==> src/rtl/sd_sched.sv <==
// sd_sched: round-robin scheduler of four disk units onto one storage-device port.
// Optional watchdog abort enabled by defining SDSCHED_TIMEOUT_EN.
module sd_sched #(
    parameter int BLOCK_WORDS    = 256,
    parameter int TIMEOUT_CYCLES = 1000000
) (
    input  logic       clk,
    input  logic       reset,
    input  logic [0:3] req,
    input  logic [0:3] req_write,
    output logic [0:3] grant,
    output logic [0:3] done,
    output logic       error,
    output logic       busy,
    output logic [1:0] sd_select,
    input  logic       command_ready,
    output logic       read_cmd,
    output logic       write_cmd,
    input  logic       read_data_enable,
    input  logic       write_data_enable
);
    typedef enum logic [2:0] {IDLE, SELECT, WAIT_RDY, XFER, DONE} state_t;
    localparam int CW = $clog2(BLOCK_WORDS + 1);
    localparam logic [CW-1:0] LAST = CW'(BLOCK_WORDS - 1);

    state_t        r_state, w_state;
    logic [1:0]    r_ptr, w_ptr, w_sel, w_win, w_idx;
    logic          r_dir, w_dir, w_any, w_busy, w_rd, w_wr, w_err, w_strobe, w_to;
    logic [CW-1:0] r_cnt, w_cnt;
    logic [0:3]    w_grant, w_done;

    assign w_strobe = r_dir ? write_data_enable : read_data_enable;

`ifdef SDSCHED_TIMEOUT_EN
    localparam int TW = $clog2(TIMEOUT_CYCLES + 1);
    logic [TW-1:0] r_wd, w_wd;
    assign w_to = ((r_state == WAIT_RDY && !command_ready) || (r_state == XFER && !w_strobe))
                  && r_wd == TW'(TIMEOUT_CYCLES - 1);
    assign w_wd = (r_state == SELECT || (r_state == XFER && w_strobe)) ? '0 :
                  (r_state == WAIT_RDY || r_state == XFER) ? r_wd + 1'b1 : r_wd;
    always_ff @(posedge clk) begin
        if (reset) r_wd <= '0;
        else       r_wd <= w_wd;
    end
`else
    assign w_to = 1'b0 & (TIMEOUT_CYCLES > 0);
`endif

    // Descending scan so the unit nearest the pointer is assigned last and wins.
    always_comb begin
        w_any = 1'b0;
        w_win = '0;
        w_idx = '0;
        for (int k = 3; k >= 0; k--) begin
            w_idx = r_ptr + 2'(k);
            if (req[w_idx]) begin
                w_any = 1'b1;
                w_win = w_idx;
            end
        end
    end

    always_comb begin
        w_state = r_state;
        w_ptr   = r_ptr;
        w_sel   = sd_select;
        w_dir   = r_dir;
        w_cnt   = r_cnt;
        w_grant = grant;
        w_busy  = busy;
        w_done  = '0;
        w_err   = 1'b0;
        w_rd    = 1'b0;
        w_wr    = 1'b0;
        case (r_state)
            IDLE: if (w_any) begin
                w_state        = SELECT;
                w_sel          = w_win;
                w_dir          = req_write[w_win];
                w_grant        = '0;
                w_grant[w_win] = 1'b1;
                w_busy         = 1'b1;
            end
            SELECT: w_state = WAIT_RDY;
            WAIT_RDY: if (command_ready) begin
                w_rd    = ~r_dir;
                w_wr    = r_dir;
                w_cnt   = '0;
                w_state = XFER;
            end
            XFER: if (w_strobe) begin
                w_cnt = r_cnt + 1'b1;
                if (r_cnt == LAST) begin
                    w_state           = DONE;
                    w_done[sd_select] = 1'b1;
                    w_grant           = '0;
                    w_busy            = 1'b0;
                end
            end
            DONE: begin
                w_ptr   = sd_select + 2'd1;
                w_state = IDLE;
            end
            default: w_state = IDLE;
        endcase
        if (w_to) begin
            w_state           = DONE;
            w_done[sd_select] = 1'b1;
            w_grant           = '0;
            w_busy            = 1'b0;
            w_err             = 1'b1;
        end
    end

    always_ff @(posedge clk) begin
        if (reset) begin
            r_state   <= IDLE;
            r_ptr     <= '0;
            r_dir     <= 1'b0;
            r_cnt     <= '0;
            sd_select <= '0;
            grant     <= '0;
            done      <= '0;
            error     <= 1'b0;
            busy      <= 1'b0;
            read_cmd  <= 1'b0;
            write_cmd <= 1'b0;
        end else begin
            r_state   <= w_state;
            r_ptr     <= w_ptr;
            r_dir     <= w_dir;
            r_cnt     <= w_cnt;
            sd_select <= w_sel;
            grant     <= w_grant;
            done      <= w_done;
            error     <= w_err;
            busy      <= w_busy;
            read_cmd  <= w_rd;
            write_cmd <= w_wr;
        end
    end
endmodule

==> config.mk <==
export PLATFORM = sky130hd
export DESIGN_NAME = sd_sched
export DESIGN_NICKNAME = d
export VERILOG_FILES = /design/src/rtl/sd_sched.sv
export SDC_FILE = /design/constraint.sdc
export NUM_CORES = 1
export LEC_CHECK = 0
export ABC_CLOCK_PERIOD_IN_PS = 5700
export CAP_MARGIN = 20
export CORE_ASPECT_RATIO = 1.4
export CORE_MARGIN = 1
export CORE_UTILIZATION = 53
export DETAILED_ROUTE_END_ITERATION = 12
export PLACE_DENSITY = 0.83
export REMOVE_ABC_BUFFERS = 1
export SYNTH_ARGS = -nofsm -noshare
export SYNTH_HDL_FRONTEND = slang
export SYNTH_SLANG_ARGS = --single-unit
export TNS_END_PERCENT = 1
==> constraint.sdc <==
create_clock -name clk -period 5.7 [get_ports clk]
set_clock_uncertainty 0.2 [all_clocks]
set_input_delay 0.57 -clock clk [delete_from_list [all_inputs] [get_ports clk]]
set_output_delay 0.57 -clock clk [all_outputs]
set_load 0.02 [all_outputs]
# Word level (Yosys, flattened, before mapping)
# Index checks and enable logic that the tools add are counted.
dict set report op_classes {
  add_sub_neg 5
  magnitude_cmp 8
  n_eq_ne 9
  mux 44
  bitwise_logic 12
  n_reduce_logical 11
}
# cell count
set ops {}
lappend ops {{$mux W1} 20}
lappend ops {{$ge A3 B3 Y1 const B} 6}
lappend ops {{$mux W9} 2}
lappend ops {{$not A2 Y3} 6}
lappend ops {{$pmux W9 S2} 1}
lappend ops {{$mux W3} 4}
lappend ops {{$mux W4} 3}
lappend ops {{$pmux W3 S4} 1}
lappend ops {{$bmux W1 S2} 5}
lappend ops {{$add A9 B1 Y9 const B} 1}
lappend ops {{$eq A9 B8 Y1 const B} 1}
lappend ops {{$mux W2} 4}
lappend ops {{$ne A2 B2 Y1 const B} 4}
lappend ops {{$pmux W4 S2} 1}
lappend ops {{$reduce_and A4 Y1} 2}
lappend ops {{$eq A3 B2 Y1 const B} 2}
lappend ops {{$lt A3 B1 Y1 const B} 2}
lappend ops {{$not A1 Y1} 6}
lappend ops {{$add A2 B1 Y2 const B} 2}
lappend ops {{$add A2 B2 Y2 const B} 2}
lappend ops {{$demux W1 S2} 2}
lappend ops {{$reduce_bool A2 Y1} 2}
lappend ops {{$reduce_or A4 Y1} 1}
lappend ops {{$eq A3 B1 Y1 const B} 1}
lappend ops {{7 further kinds} 8}
dict set report totals {
  reg_bits 28
  wordCells 99
}

# Longest topological paths before layout
dict set report logic_depth {
  depth_word 16
  mapped_depth 8
  mapped_depth_nobuf 8
}

# Worst setup path after synthesis
# Ideal clock, no wire load.
dict set report synth_path {
  path_kind {reg2reg}
  startpoint {register r_cnt[0]}
  endpoint {register grant[0] in the netlist's numbering}
  arrival_time_ns 1.855
  slack_ns 3.575
  path_stages_with_launch 9
  path_buffers 0
  cell_sequence {dfxtp_1 > ha_1 > nand3_1 > nor2_1 > ha_1 > nand4_1 > a21o_1 > or4_1 > a21oi_1}
}
dict set report synth_via {
  elab_chain_cells 3
}
# item line_no
set synth_lines {}
lappend synth_lines {{start: declaration} 29} ;# logic [CW-1:0] r_cnt, w_cnt;
lappend synth_lines {{start signal: assignment} 132} ;# r_cnt <= w_cnt;
lappend synth_lines {{$eq A9 B8 Y1} 93} ;# if (r_cnt == LAST) begin
lappend synth_lines {{$ne A2 B2 Y1 (no line)} --}
lappend synth_lines {{$reduce_and A4 Y1 (no line)} --}
lappend synth_lines {{end signal: assignment} 134} ;# grant <= w_grant;
lappend synth_lines {{end: declaration} 11} ;# output logic [0:3] grant,
# No other way between the ends.
# A chain may end at the register's enable or synchronous reset.

# Worst setup path in the final report
dict set report layout_path {
  startpoint {register r_cnt[0]}
  endpoint {register grant[1] in the netlist's numbering}
}
# Same word-level chain as after synthesis.

==> out/qor.yml <==
logic_synthesis:
  ys_ff_latch: 28
  synthesis.area_sq_um: 1281
  yosysWarnings: 0
  ys_async_sr_fraction: 0
  netlist_instances: 146
  ys_seq_area_frac: 0.4375
  avgSynthCellArea_sq_um: 8.776
  synth_top_area_frac: 0.4375
  synth_area_leaders: "dfxtp_1 (44%), ha_1 (5.9%), a21oi_1 (5.5%)"
  synth_cell_types: 38
  ys.flop_type: "dfxtp_1"
  synth_edf_count: 0
  yosys.area.top_type: "dfxtp_1"
routing:
  dr.pass1.iters: 4
  drc: 0
  wirelength_um: 2486
  vias: 1068
  drt_iter0_markers: 22
  via_per_inst: 5.563
  ant_nets: 0
  detail_route.wl_per_cell_um: 12.95
cts:
  hold_buffers: 0
  cts_tree: "built"
  cts_max_path_buffers: 2
  clock-sinks: 28
  cts_root_buffer: "clkbuf_4"
  clk_pin_slew_ns: 0.14
  clk_latency_ns: 0.33
  cts_buffers: 3
  cts_max_level: 1
  cts_resized: 0
  cts_setup_buffers: 0
floorplan:
  io_pins: 27
  start_util: 0.5753
  fp.dieArea_sq_um: 2621
  die_w_um: 43.56
  core_sq_um: 2227
  fp.dieH_um: 60.18
  placementRows: 20
sta:
  period_minus_slack_ns: 2.378
  hold_viol: 0
  tightest_slew_ns: 0.6684
  rsz0062_at_grt: "no"
  max_slew_margin: 0.5530
  finalSetupViolations: 0
  fin_crit_sh: 0.4171
  max_freq_mhz: 420.6
  maxSlewViolCount: 0
  tns_ns: 0
cells_and_area:
  diodes: 0
  fill_cells: 186
  final_util: 0.7056
  layout_common_cells: "dfxtp_1 (28), clkdlybuf4s50_1 (25), nor2_1 (17)"
  final_nets: 190
  final_common_cell: "dfxtp_1"
  multiInputGateArea_sq_um: 678.2
  seqCellArea_sq_um: 560.5
  finalNonFillerCells: 192
  drive_above_1_share: 0.04118
  syn2layout_area_growth_pct: 22.66
setup_path:
  r2r-end: "grant[1]$_SDFFE_PP0P_"
  rrSetupSlack_ns: 3.32
  required_ns: 5.76
  crit_arrival_ns: 2.44
  startpoint_type: "flip-flop"
  critPathKind: "reg2reg"
  reg2regPathDepth: 8
  critPathMaxFanout: 7
  r2r-start: "r_cnt[0]$_SDFFE_PP0P_"
  end_kind: "flip-flop"
placed_design:
  gp_congestion: 0.7650
  io_buffers: 25
  placed_cells: 188
  dp_hpwl_um: 1990
min_path:
  min_from: "grant[2]$_SDFFE_PP0P_"
  holdPathStages: 2
  hold_class: "reg2reg"
  hold_end: "grant[2]$_SDFFE_PP0P_"
job:
  drv_cap: 0
pwr:
  powerDensity_nw_per_um2: 231.2
  vdd_drop_max_mv: 0.1934
  p_leak_nw: 0.5784
global_routing:
  grt_pass1_vias: 1019
  grt_antenna_before_repair: 0
  track_usage: 0.2111
  grt_pass1_wl_um: 4077
  gr-total-overflow: 0
  grt_max_degree: 22
outcome:
  status: "finished, final reports clean"
==> through the flow <==
step / hold slack, ns / total power [W] / cell area (sq um) / worst slack, ns
finish: 0.2727 / 0.0003633 / 1572 / 3.322
global route: 0.2900 / 0.0003809 / 1572 / 3.138
CTS: 0.2732 / 0.0003670 / 1572 / 3.301
detailed placement: 0.2501 / 0.0002718 / 1535 / 3.029
global placement: 0.2443 / 0.0002694 / 1535 / 3.147
floorplan: 0.2590 / 0.0002450 / 1257 / 3.576
==> logic make-up (layout without fill, tap and decap cells) <==
logic type	count (synthesis)	in the layout	share of synthesized area
other cells	1	1	0.002927
compound gates	24	24	0.1162
buf+inv	10	34	0.03320
flops	28	28	0.4375
fa+ha+maj	6	6	0.05859
xor+xnor	5	5	0.03419
simple gates	67	67	0.2744
mux	5	5	0.04297
==> critical path, stage by stage (launching register included) <==
cell and delay (ns):
dfxtp_1 0.41, ha_1 0.23, nand3_1 0.09, nor2_1 0.10
ha_1 0.19, nand4_1 0.12, a21o_1 0.26, or4b_1 0.53
a21oi_1 0.17
==> flip-flops by register name (all words and copies together), names as in the netlist <==
signal / cells
r_cnt: 9
r_ptr: 2
write_cmd: 1
r_state: 3
grant: 4
sd_select: 2
done: 4
read_cmd: 1
r_dir: 1
busy: 1
==> worst max path at each step <==
stage               slack [ns]             startpoint                     to  cells after the start
finish                    3.32  r_cnt[0]$_SDFFE_PP0P_  grant[1]$_SDFFE_PP0P_                      8
global route              3.14  r_cnt[0]$_SDFFE_PP0P_  grant[1]$_SDFFE_PP0P_                      8
CTS                       3.30  r_cnt[0]$_SDFFE_PP0P_  grant[1]$_SDFFE_PP0P_                      8
detailed placement        3.03                 req[0]  grant[1]$_SDFFE_PP0P_                      6
global placement          3.15                 req[0]  grant[1]$_SDFFE_PP0P_                      6
floorplan                 3.58  r_cnt[0]$_SDFFE_PP0P_  grant[0]$_SDFFE_PP0P_                      8
==> area by class of cell <==
type	instances	area share
Sequential cell	28	0.3567
Clock buffer	4	0.02309
Multi-Input combinational cell	108	0.4315
Inverter	5	0.01194
Tap cell	22	0.01752
Timing Repair Buffer	25	0.1592
==> where the power goes <==
part,switching [W],internal [W]
combinational,0.0000310,0.0000274
sequential,0.00000675,0.000202
clock,0.0000565,0.0000392
total,0.0000943,0.000269
==> synthesized netlist by cell type (all sizes together), types with 2 or more instances <==
master and n:
nor3b 3, nand4 3, or4 2, mux2i 4, ha 6, nor2 17, clkbuf 4, nand2 15
dfxtp 28, nor3 3, a21oi 14, inv 5, o21ai 3, xnor2 2, xor2 3, or3 2
nand3 6, and2 5, nand2b 2, nand3b 3
==> layer usage <==
metal  up-vias  routed length, um  track usage
li1        552                  -            -
met1       486                924       0.1844
met2        23               1432       0.4328
met3         7                 58      0.03021
met4         0                 70       0.1205
met5         -                  0            0
Power figures use the tool's default switching activity.
